**src/rtl/acq_seq_pkg.sv**
```systemverilog
// Shared FSM state encoding, event indices and output defaults for the acquisition sequencer.
package acq_seq_pkg;
  localparam logic [1:0] ST_IDLE    = 2'd0;
  localparam logic [1:0] ST_RUN     = 2'd1;
  localparam logic [1:0] ST_WAIT_MB = 2'd2;

  localparam int EV_AGC = 0;
  localparam int EV_LD  = 1;
  localparam int EV_EN  = 2;
  localparam int EV_DIS = 3;
  localparam int NUM_EV = 4;

  localparam logic [15:0] AGC_DEFAULT      = 16'h2AAA;
  localparam logic [9:0]  ADC_CTRL_DEFAULT = 10'b0000100100;
endpackage

```
**src/rtl/acq_seq_event.sv**
```systemverilog
// One timing event: compares the sequence counter with its event time and emits a registered 1-cycle pulse.
module acq_seq_event #(
  parameter int CNT_W = 32
) (
  input  logic             clk,
  input  logic             arst,
  input  logic             i_arm,
  input  logic             i_kill,
  input  logic [CNT_W-1:0] i_cnt,
  input  logic [CNT_W-1:0] i_time,
  output logic             o_pulse
);
  logic r_pulse;

  always_ff @(posedge clk or posedge arst) begin
    if (arst) r_pulse <= 1'b0;
    else      r_pulse <= i_arm && !i_kill && (i_cnt == i_time);
  end

  assign o_pulse = r_pulse;
endmodule

```
**src/rtl/acq_sequencer.sv**
```systemverilog
// Programmable acquisition sequencer driving AGC load, ADC control-word load and ADC enable.
// Optional feature: define ACQ_SEQ_MBUSY_GATE_EN to hold the enable event until masked adc_mbusy clears.
module acq_sequencer
  import acq_seq_pkg::*;
#(
  parameter int NUM_CH = 2,
  parameter int CNT_W  = 32,
  parameter int AGC_W  = 12,
  parameter int CTRL_W = 10
) (
  input  logic                     clk,
  input  logic                     arst,
  input  logic                     start,
  input  logic                     stop,
  input  logic                     periodic,
  input  logic [NUM_CH-1:0]        ch_mask,
  input  logic [CNT_W-1:0]         period,
  input  logic [CNT_W-1:0]         t_agc,
  input  logic [CNT_W-1:0]         t_ld,
  input  logic [CNT_W-1:0]         t_en,
  input  logic [CNT_W-1:0]         t_dis,
  input  logic [AGC_W-1:0]         agc_word,
  input  logic [NUM_CH*CTRL_W-1:0] ctrl_words,
  input  logic [NUM_CH-1:0]        adc_mbusy,
  output logic [AGC_W-1:0]         agc_data,
  output logic                     agc_load,
  output logic [NUM_CH*CTRL_W-1:0] adc_ctrlword,
  output logic [NUM_CH-1:0]        adc_ldctrl,
  output logic [NUM_CH-1:0]        adc_enable,
  output logic                     busy,
  output logic                     cfg_err,
  output logic [15:0]              frame_cnt
);
  localparam logic [AGC_W-1:0]         AGC_DEF  = AGC_W'(AGC_DEFAULT);
  localparam logic [NUM_CH*CTRL_W-1:0] CTRL_DEF = {NUM_CH{CTRL_W'(ADC_CTRL_DEFAULT)}};

  logic [1:0]                r_state;
  logic [CNT_W-1:0]          r_cnt;
  logic [15:0]               r_frame;
  logic                      r_cfg_err;
  logic [CNT_W-1:0]          r_period;
  logic [CNT_W-1:0]          r_time [NUM_EV];
  logic                      r_periodic;
  logic [NUM_CH-1:0]         r_mask;
  logic [AGC_W-1:0]          r_agc_sh;
  logic [NUM_CH*CTRL_W-1:0]  r_ctrl_sh;
  logic [AGC_W-1:0]          r_agc_hold;
  logic [NUM_CH*CTRL_W-1:0]  r_ctrl_hold;
  logic [NUM_CH-1:0]         r_en_lvl;

  logic                      w_run;
  logic                      w_accept;
  logic                      w_adv;
  logic                      w_last;
  logic                      w_oneshot_end;
  logic                      w_wait_enter;
  logic                      w_arm_en;
  logic [NUM_EV-1:0]         w_arm;
  logic [NUM_EV-1:0]         w_kill;
  logic [NUM_EV-1:0]         w_pulse;
  logic [NUM_CH-1:0]         w_enable;

  assign w_run    = (r_state == ST_RUN);
  assign w_accept = !stop && (r_state == ST_IDLE) && start && (period >= CNT_W'(2));
  assign w_last   = (r_cnt == r_period - CNT_W'(1));

`ifdef ACQ_SEQ_MBUSY_GATE_EN
  logic w_mb_busy;
  assign w_mb_busy    = |(adc_mbusy & r_mask);
  assign w_wait_enter = w_run && (r_cnt == r_time[EV_EN]) && w_mb_busy;
  assign w_adv        = (w_run && !w_wait_enter) || ((r_state == ST_WAIT_MB) && !w_mb_busy);
  // The counter stays frozen on t_en while waiting, so the enable comparator re-hits on release.
  assign w_arm_en     = (w_run || (r_state == ST_WAIT_MB)) && !w_mb_busy;
`else
  logic w_unused_mbusy;
  assign w_unused_mbusy = |adc_mbusy;
  assign w_wait_enter   = 1'b0;
  assign w_adv          = w_run;
  assign w_arm_en       = w_run;
`endif

  assign w_oneshot_end = w_adv && w_last && !r_periodic && !stop;

  // An enable falling on the last cycle of a one-shot run must not leak past the end.
  assign w_arm  = {w_run, w_arm_en, w_run, w_run};
  assign w_kill = {stop, stop || w_oneshot_end, stop, stop};

  for (genvar gi = 0; gi < NUM_EV; gi++) begin : g_ev
    acq_seq_event #(.CNT_W(CNT_W)) u_ev (
      .clk     (clk),
      .arst    (arst),
      .i_arm   (w_arm[gi]),
      .i_kill  (w_kill[gi]),
      .i_cnt   (r_cnt),
      .i_time  (r_time[gi]),
      .o_pulse (w_pulse[gi])
    );
  end

  always_ff @(posedge clk or posedge arst) begin
    if (arst) begin
      r_state   <= ST_IDLE;
      r_cnt     <= '0;
      r_frame   <= '0;
      r_cfg_err <= 1'b0;
    end else if (stop) begin
      r_state <= ST_IDLE;
      r_cnt   <= '0;
    end else if (r_state == ST_IDLE) begin
      if (w_accept) begin
        r_state   <= ST_RUN;
        r_cnt     <= '0;
        r_frame   <= '0;
        r_cfg_err <= 1'b0;
      end else if (start) begin
        r_cfg_err <= 1'b1;
      end
    end else if (w_wait_enter) begin
      r_state <= ST_WAIT_MB;
    end else if (w_adv) begin
      if (w_last) begin
        r_frame <= r_frame + 16'd1;
        r_cnt   <= '0;
        r_state <= r_periodic ? ST_RUN : ST_IDLE;
      end else begin
        r_cnt   <= r_cnt + CNT_W'(1);
        r_state <= ST_RUN;
      end
    end
  end

  always_ff @(posedge clk or posedge arst) begin
    if (arst) begin
      r_period   <= '0;
      r_periodic <= 1'b0;
      r_mask     <= '0;
      r_agc_sh   <= AGC_DEF;
      r_ctrl_sh  <= CTRL_DEF;
      for (int i = 0; i < NUM_EV; i++) r_time[i] <= '0;
    end else if (w_accept) begin
      r_period       <= period;
      r_periodic     <= periodic;
      r_mask         <= ch_mask;
      r_agc_sh       <= agc_word;
      r_ctrl_sh      <= ctrl_words;
      r_time[EV_AGC] <= t_agc;
      r_time[EV_LD]  <= t_ld;
      r_time[EV_EN]  <= t_en;
      r_time[EV_DIS] <= t_dis;
    end
  end

  // Data outputs switch to the shadowed word in the same cycle as their load pulse, then hold.
  assign agc_load     = w_pulse[EV_AGC];
  assign agc_data     = w_pulse[EV_AGC] ? r_agc_sh : r_agc_hold;
  assign adc_ldctrl   = {NUM_CH{w_pulse[EV_LD]}} & r_mask;
  assign adc_ctrlword = w_pulse[EV_LD] ? r_ctrl_sh : r_ctrl_hold;
  assign w_enable     = (r_en_lvl | ({NUM_CH{w_pulse[EV_EN]}} & r_mask)) & ~{NUM_CH{w_pulse[EV_DIS]}};
  assign adc_enable   = w_enable;

  always_ff @(posedge clk or posedge arst) begin
    if (arst) begin
      r_agc_hold  <= AGC_DEF;
      r_ctrl_hold <= CTRL_DEF;
      r_en_lvl    <= '0;
    end else begin
      r_agc_hold  <= agc_data;
      r_ctrl_hold <= adc_ctrlword;
      r_en_lvl    <= (stop || w_oneshot_end) ? '0 : w_enable;
    end
  end

  assign busy      = (r_state != ST_IDLE);
  assign cfg_err   = r_cfg_err;
  assign frame_cnt = r_frame;
endmodule

```
**config.mk**
```make
export PLATFORM = sky130hd
export DESIGN_NAME = acq_sequencer
export DESIGN_NICKNAME = d
export VERILOG_FILES = /design/src/rtl/acq_seq_pkg.sv /design/src/rtl/acq_seq_event.sv /design/src/rtl/acq_sequencer.sv
export SDC_FILE = /design/constraint.sdc
export NUM_CORES = 1
export LEC_CHECK = 0
export CORE_MARGIN = 10
export CORE_UTILIZATION = 53
export CTS_CLUSTER_SIZE = 24
export DETAILED_ROUTE_END_ITERATION = 7
export GPL_ROUTABILITY_DRIVEN = 0
export GPL_TIMING_DRIVEN = 0
export PLACE_DENSITY = 0.81
export RECOVER_POWER = 50
export SYNTH_ARGS = -nofsm -noshare
export SYNTH_HDL_FRONTEND = slang
export SYNTH_SLANG_ARGS = --single-unit
```
**constraint.sdc**
```tcl
create_clock -name clk -period 11.6 [get_ports clk]
set_input_delay 2.32 -clock clk [delete_from_list [all_inputs] [get_ports clk]]
set_output_delay 2.32 -clock clk [all_outputs]
set_load 0.05 [all_outputs]
```
==> qor.yml, run 1 <==
fmax_mhz: 190
num_io_pins: 256
fp.coreArea_sq_um: 26100
cts_tree: "built"
peakVddDrop_uv: 99.6
wl_per_cell_um: 19.7
stdcell_count: 2248
p_leak_nw: 8.18
grt_max_degree: 133
cp_max_fo: 10
cts-resized-gates: 0
die-area_sq_um: 33500
critical_path_buf_inv_count: 3
io_buffers: 252
min_period_over_period_pct: 45.3
clock_sinks: 283
antenna_cells: 0
fillers: 1964
die_y_um: 183
dpl.cell_count: 2192
initial_utilization_pct: 54.0
ys_warn_count: 0
slew_viol_final: 56
relSlewSlack_pct: -83.6
finClkSkew_ps: 20.9
setup-violations-final: 0
rows: 59
cts_setup_buffers: 0
startpoint_type: "input pin"
synthCells: 1603
path_delay_family: "buffers and inverters"
layout_setup_ws_ps: 6350
p_per_area_nw_per_um2: 145
cts_root_buf: "clkbuf_16"
critPathSlowestCell: "clkbuf_1"
clock_latency_ps: 560
grt_pass1_wl_mm: 69.4
firstDrtPassIters: 7
regArea_sq_um: 7110
hold_viol_final: 0
grt_pass1_vias: 13179
antenna_found_initial: 0
status: "complete, but fails checks"
final.min_clock_period_ps: 5250
synth_top_flop_cell: "dfrtp_1"
end_kind: "register"
clk_pin_slew_ps: 60
fp.dieW_um: 183
critPathKind: "in -> reg"
dp_slack_ps: 5760
slowest_delay_ps: 740
syn_nets: 1807
rsz0062_at_grt: "false"
route.antenna.remaining_nets: 0
drc: 0
track_usage_pct: 25.7
path_cells: "clkdlybuf4s50_1 -> nor4_1 -> nand4_1 -> o211ai_1 -> clkbuf_1 -> clkbuf_1 -> nand2_1 -> nand2_1"
ys_ff_latch: 283
htreeDepth: 1
tightest_slew_ps: 2740
area_growth_pct: 28.5
final_layout_size_suffix_gt1_share_pct: 5.75
cap_violations: 1
cts_made_buffers: 30
synth-seq-area-share_pct: 50.4
grt_remaining_overflow: 0
vias: 12770
avgSynthCellArea_sq_um: 8.80
dp_hpwl_mm: 31.7
cts.path.max_buffers: 3
viasPerCell: 5.68
min_path_type: "reg -> reg"
multi_input_area_sq_um: 6540
drtIter0Drc: 1488
failed_checks: "capacitance limit, slew limit"
cts-hold-fix-buffers: 0
num-nets-final: 2093
synth.distinct_cells: 66
syn_area_sq_um: 14100
ys_async_sr_fraction_pct: 100
finalPower_mw: 2.63
synth_edf_count: 0
worstPathRequired_ps: 12090
drt_wl_total_mm: 44.3
finalCoreUtilization_pct: 69.3
crit_arrival_ps: 5740
worst reg2reg max path, stage by stage, from the launching register on:
cell	delay [ps]
dfrtp_1	360
clkbuf_1	200
inv_1	120
ha_1	260
nor3b_1	470
nand4_1	470
nor4_1	450
xnor2_1	110
a211oi_1	420
a21boi_1	460
a21oi_1	180
clkbuf_1	300
nand3_1	170
o311ai_0	170
routing by layer:
metal  wire length, um  vias to the layer above  track usage [%]
li1                  -                     5863                -
met1             17600                     6154             32.7
met2             21100                      637             42.7
met3              4200                      116             5.55
met4              1460                        0             8.89
met5                 0                        -                0
cell type report:
type	count	share of cell area (%)
clock buffers	48	5.24
clock inverters	8	0.373
plain buffers	99	2.18
multi-input cells	1206	36.1
well taps	335	2.31
repair buffers	254	14.2
flip-flops and latches	283	39.2
inverters	15	0.318
flip-flops by register name, summed over array words and instances, names as in the netlist:
name and cells:
cfg_err 1, frame_cnt 16, g_ev.u_ev.o_pulse 4, r_agc_hold 12, r_agc_sh 12, r_cnt 32, r_ctrl_hold 20, r_ctrl_sh 20
r_en_lvl 2, r_mask 2, r_period 32, r_periodic 1, r_state 1, r_time 128
worst paths after layout:
check                              from            to  slack, ps  cells past startpoint
max                           period[1]    r_time[63]       6350                      8
min                        r_agc_sh[11]  r_agc_sh[11]        460                      2
max reg2reg                 r_period[0]     r_cnt[18]       7310                     13
min reg2reg                r_agc_sh[11]  r_agc_sh[11]        460                      2
max in group asynchronous          arst    r_time[75]       7130                      3
min in group asynchronous          arst  frame_cnt[7]       3010                      2
layout by cell type (no fill, tap or decap), drive strengths merged, types with 3 or more instances in the layout:
cell type,netlist,layout
or3,13,13
nor2,37,37
or2,7,7
dfstp,20,20
nand3,44,44
o31ai,5,5
nor4,38,38
xnor2,127,127
ha,3,3
clkdlybuf4s50,0,251
nor3,20,20
nand3b,3,3
a22o,3,3
nand2,642,642
a21boi,3,3
inv,15,14
o311ai,19,19
a21oi,16,16
clkinv,0,6
dfrtp,263,263
o211ai,10,10
a21o,7,7
a211oi,4,4
clkbuf,84,135
nor2b,4,4
o21ai,21,21
or4,12,12
nand4,39,39
a31oi,3,3
nand2b,8,8
and2,6,6
and3,8,8
xor2,42,42
o31a,3,3
mux2,33,33
buf,15,14
synthesized netlist by cell type (2+ instances only):
cell	instances	area share, %
a211oi_1	4	0.21
a21boi_0	2	0.11
a21o_1	7	0.37
a21oi_1	16	0.57
a22o_1	3	0.19
a311o_1	2	0.14
a31o_2	2	0.12
a31oi_1	3	0.13
and2_1	5	0.22
and3_1	8	0.35
buf_1	8	0.21
buf_2	5	0.18
buf_6	2	0.16
clkbuf_1	83	2.2
dfrtp_1	263	47
dfstp_2	20	3.7
ha_1	3	0.27
inv_1	14	0.37
mux2_2	33	2.6
mux2i_1	2	0.14
nand2_1	642	17
nand2b_1	8	0.35
nand3_1	44	1.6
nand3b_1	3	0.16
nand4_1	38	1.7
nor2_1	37	0.98
nor2b_1	4	0.18
nor3_1	18	0.64
nor3_2	2	0.14
nor4_1	37	1.6
o211ai_1	10	0.53
o21ai_0	21	0.75
o21bai_1	2	0.11
o311ai_0	19	1.2
o31a_1	3	0.19
o31ai_1	5	0.27
or2_2	7	0.31
or3_1	13	0.58
or4_1	11	0.59
xnor2_1	127	7.9
xor2_1	42	2.6
where the power goes:
part / switching [mW] / internal, mW / leakage (nW)
clock: 0.395 / 0.579 / 0.506
sequential: 0.0968 / 1.10 / 3.59
combinational: 0.240 / 0.212 / 4.09
per-stage QoR:
| step | hold WS, ps | cell area, sq um | setup TNS, ps |
|---|---|---|---|
| 2_1_floorplan | 437 | 14100 | 0 |
| 3_3_place_gp | 445 | 17000 | -426820 |
| 3_5_place_dp | 450 | 17100 | 0 |
| 4_1_cts | 460 | 18100 | 0 |
| 5_1_grt | 477 | 18100 | 0 |
| 6_report | 459 | 18100 | 0 |
logic make-up after synthesis:
logic type	Yosys count	share of synthesized area (%)
simple gates	888	27.3
compound gates	111	5.59
mux	35	2.78
flops	283	50.4
fa+ha+maj	3	0.266
xor+xnor	169	10.5
buf+inv	114	3.19
(Power assumes the default switching activity.)
==> inputs of run 2 (changes only) <==
--- a/config.mk
+++ b/config.mk
@@ -6,12 +6,12 @@
 export NUM_CORES = 1
 export LEC_CHECK = 0
 export CORE_MARGIN = 10
-export CORE_UTILIZATION = 53
+export CORE_UTILIZATION = 48
 export CTS_CLUSTER_SIZE = 24
 export DETAILED_ROUTE_END_ITERATION = 7
 export GPL_ROUTABILITY_DRIVEN = 0
 export GPL_TIMING_DRIVEN = 0
-export PLACE_DENSITY = 0.81
+export PLACE_DENSITY = 0.77
 export RECOVER_POWER = 50
 export SYNTH_ARGS = -nofsm -noshare
 export SYNTH_HDL_FRONTEND = slang
==> constraint.sdc (replaced) <==
create_clock -name clk -period 4.65 [get_ports clk]
set_input_delay 0.93 -clock clk [delete_from_list [all_inputs] [get_ports clk]]
set_output_delay 0.93 -clock clk [all_outputs]
set_load 0.05 [all_outputs]
==> run 2 against run 1 <==
Compared with the run above:
- the flow still finishes with violations (capacitance limit, slew limit)
- worst setup slack worse by 5900 ps
- highest routed layer unchanged
- global-route usage down 1.8 points
- combinational power up 150%
- largest power group unchanged
- critical endpoint is now r_cnt[18]
==> qor.yml, run 2 (synthesis gave the netlist of run 1 again) <==
rsz0062_at_grt: "false"
largest_register: "r_time"
htreeDepth: 1  # unchanged
p_sw_mw: 1.83  # +150%
layout_setup_ws_ps: 421  # -5930 ps
final.min_clock_period_ps: 4230
grt_remaining_overflow: 0  # unchanged
timing.critical_path.from: "r_period[0]"
finalPower_mw: 6.84  # +160%
failed_checks: "capacitance limit, slew limit"
track_usage_pct: 23.9  # -1.8 points
route.antenna.remaining_nets: 0  # unchanged
cts_root_buf: "clkbuf_16"
min_path_type: "reg -> reg"
cts_tree: "built"
rows: 62  # +5.1%
num_io_pins: 256  # unchanged
grt_pass1_vias: 12804  # -2.8%
setup-violations-final: 0  # unchanged
hold_end: "r_ctrl_sh[5]"
firstDrtPassIters: 5  # -2
cts_setup_buffers: 0  # unchanged
area_growth_pct: 29.9
drc: 0  # unchanged
cts_made_buffers: 30  # unchanged
reg.largest.list: "r_time (128), r_cnt (32), r_period (32)"
p_per_area_nw_per_um2: 373  # +160%
relSlewSlack_pct: -55.0  # +29 points
path_cells: "clkbuf_1 -> inv_1 -> ha_1 -> nor3b_2 -> nand4_1 -> nor4_1 -> xnor2_1 -> a211oi_1 -> a21boi_1 -> a21oi_1 -> clkbuf_1 -> nand3_1 -> o311ai_0"
die-area_sq_um: 36600  # +9.3%
critPathKind: "reg -> reg"
viasPerCell: 5.44  # -4.3%
grt_max_degree: 45  # -66%
holdWs_ps: 458  # -0.137 ps
r2r_slack_ps: 420  # -6890 ps
fmax_mhz: 236
die_y_um: 191  # +4.5%
pwr-share-clk_pct: 39.9  # +2.8 points
min-delay-start: "r_ctrl_sh[5]"
fp.coreArea_sq_um: 28900  # +10%
setup_tns_ps: 0  # unchanged
dpl.cell_count: 2246  # +2.5%
io_buffers: 252  # unchanged
slowest_delay_ps: 560  # -180 ps
critPathMostFrequentCell: "clkbuf_1"
layout_common_cells: "nand2_1, dfrtp_1, clkdlybuf4s50_1, xnor2_1, clkbuf_1"
antenna_cells: 0  # unchanged
drt_wl_total_mm: 44.8  # +1.2%
final_common_cell: "nand2_1"
fillers: 2419  # +23%
r2r_end: "r_cnt[18]"
swShare_pct: 26.8  # -1.1 points
critPathSlowestCell: "nor4_1"
cp_max_fo: 10  # unchanged
initial_utilization_pct: 48.9  # -5.1 points
cts.path.max_buffers: 3  # unchanged
min_period_over_period_pct: 91.0
drtIter0Drc: 1160  # -22%
dp_slack_ps: 242  # -5520 ps
dp_hpwl_mm: 32.5  # +2.5%
stdcell_count: 2302  # +2.4%
vias: 12519  # -2.0%
wl_per_cell_um: 19.5  # -1.2%
worstPathRequired_ps: 5030  # -7060 ps
p_leak_nw: 8.27  # +0.99%
antenna_found_initial: 0  # unchanged
clk_pin_slew_ps: 60  # about the same
power.internal_mw: 5.00  # +160%
status: "complete, but fails checks"
end_kind: "register"
slew_viol_final: 79  # +41%
seq_power_share_pct: 43.7  # -2.0 points
crit_arrival_ps: 4610  # -1130 ps
grt_pass1_wl_mm: 69.2  # -0.24%
clock_latency_ps: 560  # about the same
final_layout_size_suffix_gt1_share_pct: 5.84  # +0.089 points
peakVddDrop_uv: 281  # +180%
hold_viol_final: 0  # unchanged
finClkSkew_ps: 10.4  # -10.5 ps
startpoint_type: "register"
combinationalPowerShare_pct: 16.4  # -0.8 points
num-nets-final: 2098  # +0.24%
rr_startpoint: "r_period[0]"
tightest_slew_ps: 2320  # -415 ps
cts-resized-gates: 0  # unchanged
r2r_cells: 13  # unchanged
fp.dieW_um: 191  # +4.5%
hold_path_depth: 2  # unchanged
clock_sinks: 283  # unchanged
largest_register_ffs: 128  # unchanged
cap_violations: 2  # +1
cts-hold-fix-buffers: 0  # unchanged
==> run 2: changes by cell type in the layout (fill, tap and decap cells not counted), sizes merged <==
cell and change:
bufinv +5, clkbuf +2, clkinv -2, clkinvlp -1, inv +1
==> run 2: metal layers <==
metal  vias up  GRT usage [%]  share of wire [%]
met5         -              0                  0
met3       110           5.01                9.2
met1      5940           31.2                 41
met4         0           9.10                3.8
li1       5879              -                  -
met2       590           38.4                 46
==> run 2: worst max-delay path by stage <==
stage	endpoint	cells past startpoint
finish	r_cnt[18]	13
global route	r_cnt[9]	13
CTS	r_cnt[18]	13
detailed placement	r_periodic	8
global placement	r_time[106]	2
floorplan	cfg_err	1
==> run 2: critical path: cells and delay by family, from the launching register on <==
kind            cells  cell delay, ps
compound gates      4            1190
flops               1             360
fa+ha+maj           1             260
buf+inv             3             590
simple gates        4            1510
xor+xnor            1             140
==> run 2: area by class of cell <==
type / count / area, sq um / share of cell area, %
Sequential cell: 283 / 7110 / 38.8
Multi-Input combinational cell: 1206 / 6550 / 35.7
Timing Repair Buffer: 259 / 2590 / 14.1
Clock buffer: 45 / 938 / 5.12
Tap cell: 384 / 480 / 2.62
Buffer: 99 / 394 / 2.15
Clock inverter: 11 / 209 / 1.14
Inverter: 15 / 57.6 / 0.314
==> run 2: power by group through the flow <==
stage	sequential, mW	combinational (mW)	clock (mW)
after floorplan	2.99	0.703	0
after detailed placement	3.03	1.11	0
after CTS	2.99	1.13	2.75
final	2.99	1.12	2.73
after global routing	3.02	1.25	2.86
after global placement	3.02	1.07	0
==> run 2: metrics by stage <==
step	instance area (sq um)	utilization [%]
floorplan	14100	-
global placement	17100	59.3
detailed placement	17200	59.8
CTS	18400	63.7
global route	18300	63.5
finish	18300	63.5
==> RTL change: new RTL, settings of run 1 <==
Register the input `period` before use, cleared by the reset. The logic sees it one clock later. The other inputs are not delayed to match.
--- a/src/rtl/acq_sequencer.sv
+++ b/src/rtl/acq_sequencer.sv
@@ -35,4 +35,14 @@
   localparam logic [NUM_CH*CTRL_W-1:0] CTRL_DEF = {NUM_CH{CTRL_W'(ADC_CTRL_DEFAULT)}};
 
+  logic [CNT_W-1:0] period_q;
+
+  always_ff @(posedge clk or posedge arst) begin
+    if (arst) begin
+      period_q <= '0;
+    end else begin
+      period_q <= period;
+    end
+  end
+
   logic [1:0]                r_state;
   logic [CNT_W-1:0]          r_cnt;
@@ -62,5 +72,5 @@
 
   assign w_run    = (r_state == ST_RUN);
-  assign w_accept = !stop && (r_state == ST_IDLE) && start && (period >= CNT_W'(2));
+  assign w_accept = !stop && (r_state == ST_IDLE) && start && (period_q >= CNT_W'(2));
   assign w_last   = (r_cnt == r_period - CNT_W'(1));
 
@@ -139,5 +149,5 @@
       for (int i = 0; i < NUM_EV; i++) r_time[i] <= '0;
     end else if (w_accept) begin
-      r_period       <= period;
+      r_period       <= period_q;
       r_periodic     <= periodic;
       r_mask         <= ch_mask;
Function: changed (Yosys sat finds a counterexample within 4 cycles, from zero or initial values and one cycle with arst high).
==> RTL change against run 1 <==
  * Highest routed layer unchanged
  * Routed wire length grew 3.8%
  * Sequential share of layout area is 1.7 points higher
  * Clock skew up 0.010 ns
  * Combinational power is 6.6% lower
  * Sequential cell count increased by 32
  * Total power grew 9.2%
  * Clock power grew 16%
  * Largest cell class unchanged
  * Area after synthesis grew 7.0%
  * First-iteration DRC count is 26% lower
  * Non-clock buffer count down 2
  * Setup slack improved by 0.030 ns
  * Final area grew 6.6%
  * The run still ends with capacitance limit, slew limit left
==> RTL change: results (changes against run 1) <==
[outcome]
outcome=complete, but fails checks  ; unchanged
violations=capacitance limit, slew limit  ; unchanged

[clock_network]
clkLatencyLatePin_ns=0.54  ; was 0.56 ns
cts_max_level=2  ; was 1
clockRootBuffer=clkbuf_16  ; unchanged
cts_buffers=34  ; was 30

[place]
pre_cts_ws_ns=6.21  ; was 5.76 ns
dp_hpwl_mm=33.2  ; was 31.7 mm
placed_cell_area_um2=18200  ; was 17,100 um2
dpl.cell_count=2280  ; was 2,192
port_buffers=253  ; was 252

[logic_synthesis]
synthDistinctLibCells=70  ; was 66
synth.area.mux_share_pct=2.94  ; was 2.78%
synthAdderAreaFrac_pct=0.249  ; was 0.266%
syn_inst=1647  ; was 1,603
synth_compound_area_share_pct=4.79  ; was 5.59%
synthesis.nets=1851  ; was 1,807
netlist_top_cells_area=dfrtp_1, nand2_1, xnor2_1, dfstp_2, xor2_1  ; was dfrtp_1, nand2_1, xnor2_1, dfstp_2, mux2_2
synth_xor_area_share_pct=10.0  ; was 10.5%
seq_area_frac_synth_pct=52.4  ; was 50.4%
synth_common_cells=nand2_1, dfrtp_1, xnor2_1  ; unchanged

[drt]
vias=13200  ; was 12,800
drt-wirelength-per-cell_um=19.6  ; was 19.7 um
initialDrtViolationCount=1107  ; was 1,488
drt_pass1_iterations=7  ; unchanged
vias_per_cell=5.63  ; was 5.68

[timing]
drv_slew=73  ; was 56
tightest_slew_ns=3.18  ; was 2.74 ns
finalSetupViolCount=0  ; unchanged
finClkSkew_ns=0.0312  ; was 0.0209 ns
fin_crit_ns=5.22  ; was 5.25 ns

[worst_setup_path]
crit_fanout=128  ; was 10
cp.arrival_ns=5.80  ; was 5.74 ns

[global_routing]
grt_max_degree=129  ; was 133
grt_pass1_wl_mm=72.5  ; was 69.4 mm
track_usage_pct=25.4  ; was 25.7%

[pwr]
p_int_uw=2090  ; was 1900 uW
vdd_drop_max_mv=0.0993  ; was 0.0996 mV
p_leak_uw=0.00862  ; was 0.00818 uW
power_density_nw_per_um2=149  ; was 145 nW/um2

[hold_path]
min_path_type=register to register  ; unchanged

[layout]
fillers=2093  ; was 1,964
nets=2142  ; was 2,093
drive_gt1_share_pct=6.52  ; was 5.75%

[flow_run]
drv_cap=1  ; unchanged

## RTL change: cell count changes in the layout (fill, tap and decap cells not counted), sizes merged, moves of 9 or more
cell and delta:
dlygate4sd3 +33, nand2 -9, o21ai +9, clkdlybuf4s50 -32, clkbuf -9, dfrtp +32
## RTL change: kinds of logic after synthesis
logic type | Yosys count
buffers and inverters | 112
XOR/XNOR | 173
multiplexers | 40
flip-flops | 315
AND/OR/NAND/NOR | 896
AO/OA/AOI/OAI | 108
adder cells (fa/ha/maj) | 3
## RTL change: area by class of cell
cell class	count	area share (%)
sequential	315	41.0
multi-input combinational	1220	34.7
timing repair buffer	255	13.4
clock buffer	46	4.96
tap	378	2.45
buffer	96	2.16
clock inverter	14	1.06
inverter	16	0.318
antenna	2	0.0259
## RTL change: critical path, cell delays in order
cell and delay, ns:
dlygate4sd3_1 0.55, clkinvlp_2 1.79, buf_16 0.47, buf_16 0.45
## RTL change: layer usage
layer	share of wire [%]	global-route usage, %	up-vias
li1	-	-	6038
met1	40	32.1	6315
met2	47	41.1	694
met3	9.8	6.68	136
met4	3.7	9.19	0
met5	0	0	-
## RTL change: worst paths after layout
path | startpoint | to | slack, ns | cells past startpoint
max in group clk | stop | r_time[71] | 6.59 | 9
setup / recovery | arst | frame_cnt[8] | 6.38 | 4
min in group asynchronous | arst | r_agc_sh[10] | 3.19 | 2
hold / removal | r_agc_sh[11] | r_agc_sh[11] | 0.46 | 2
setup reg to reg | r_period[0] | frame_cnt[4] | 7.27 | 12
hold reg to reg | r_agc_sh[11] | r_agc_sh[11] | 0.46 | 2
## RTL change: power groups by stage
stage	clock network, uW	logic (uW)	registers, uW
floorplan	0	275	1310
global placement	0	402	1330
detailed placement	0	420	1330
CTS	1140	425	1310
global route	1190	474	1330
finish	1130	423	1320
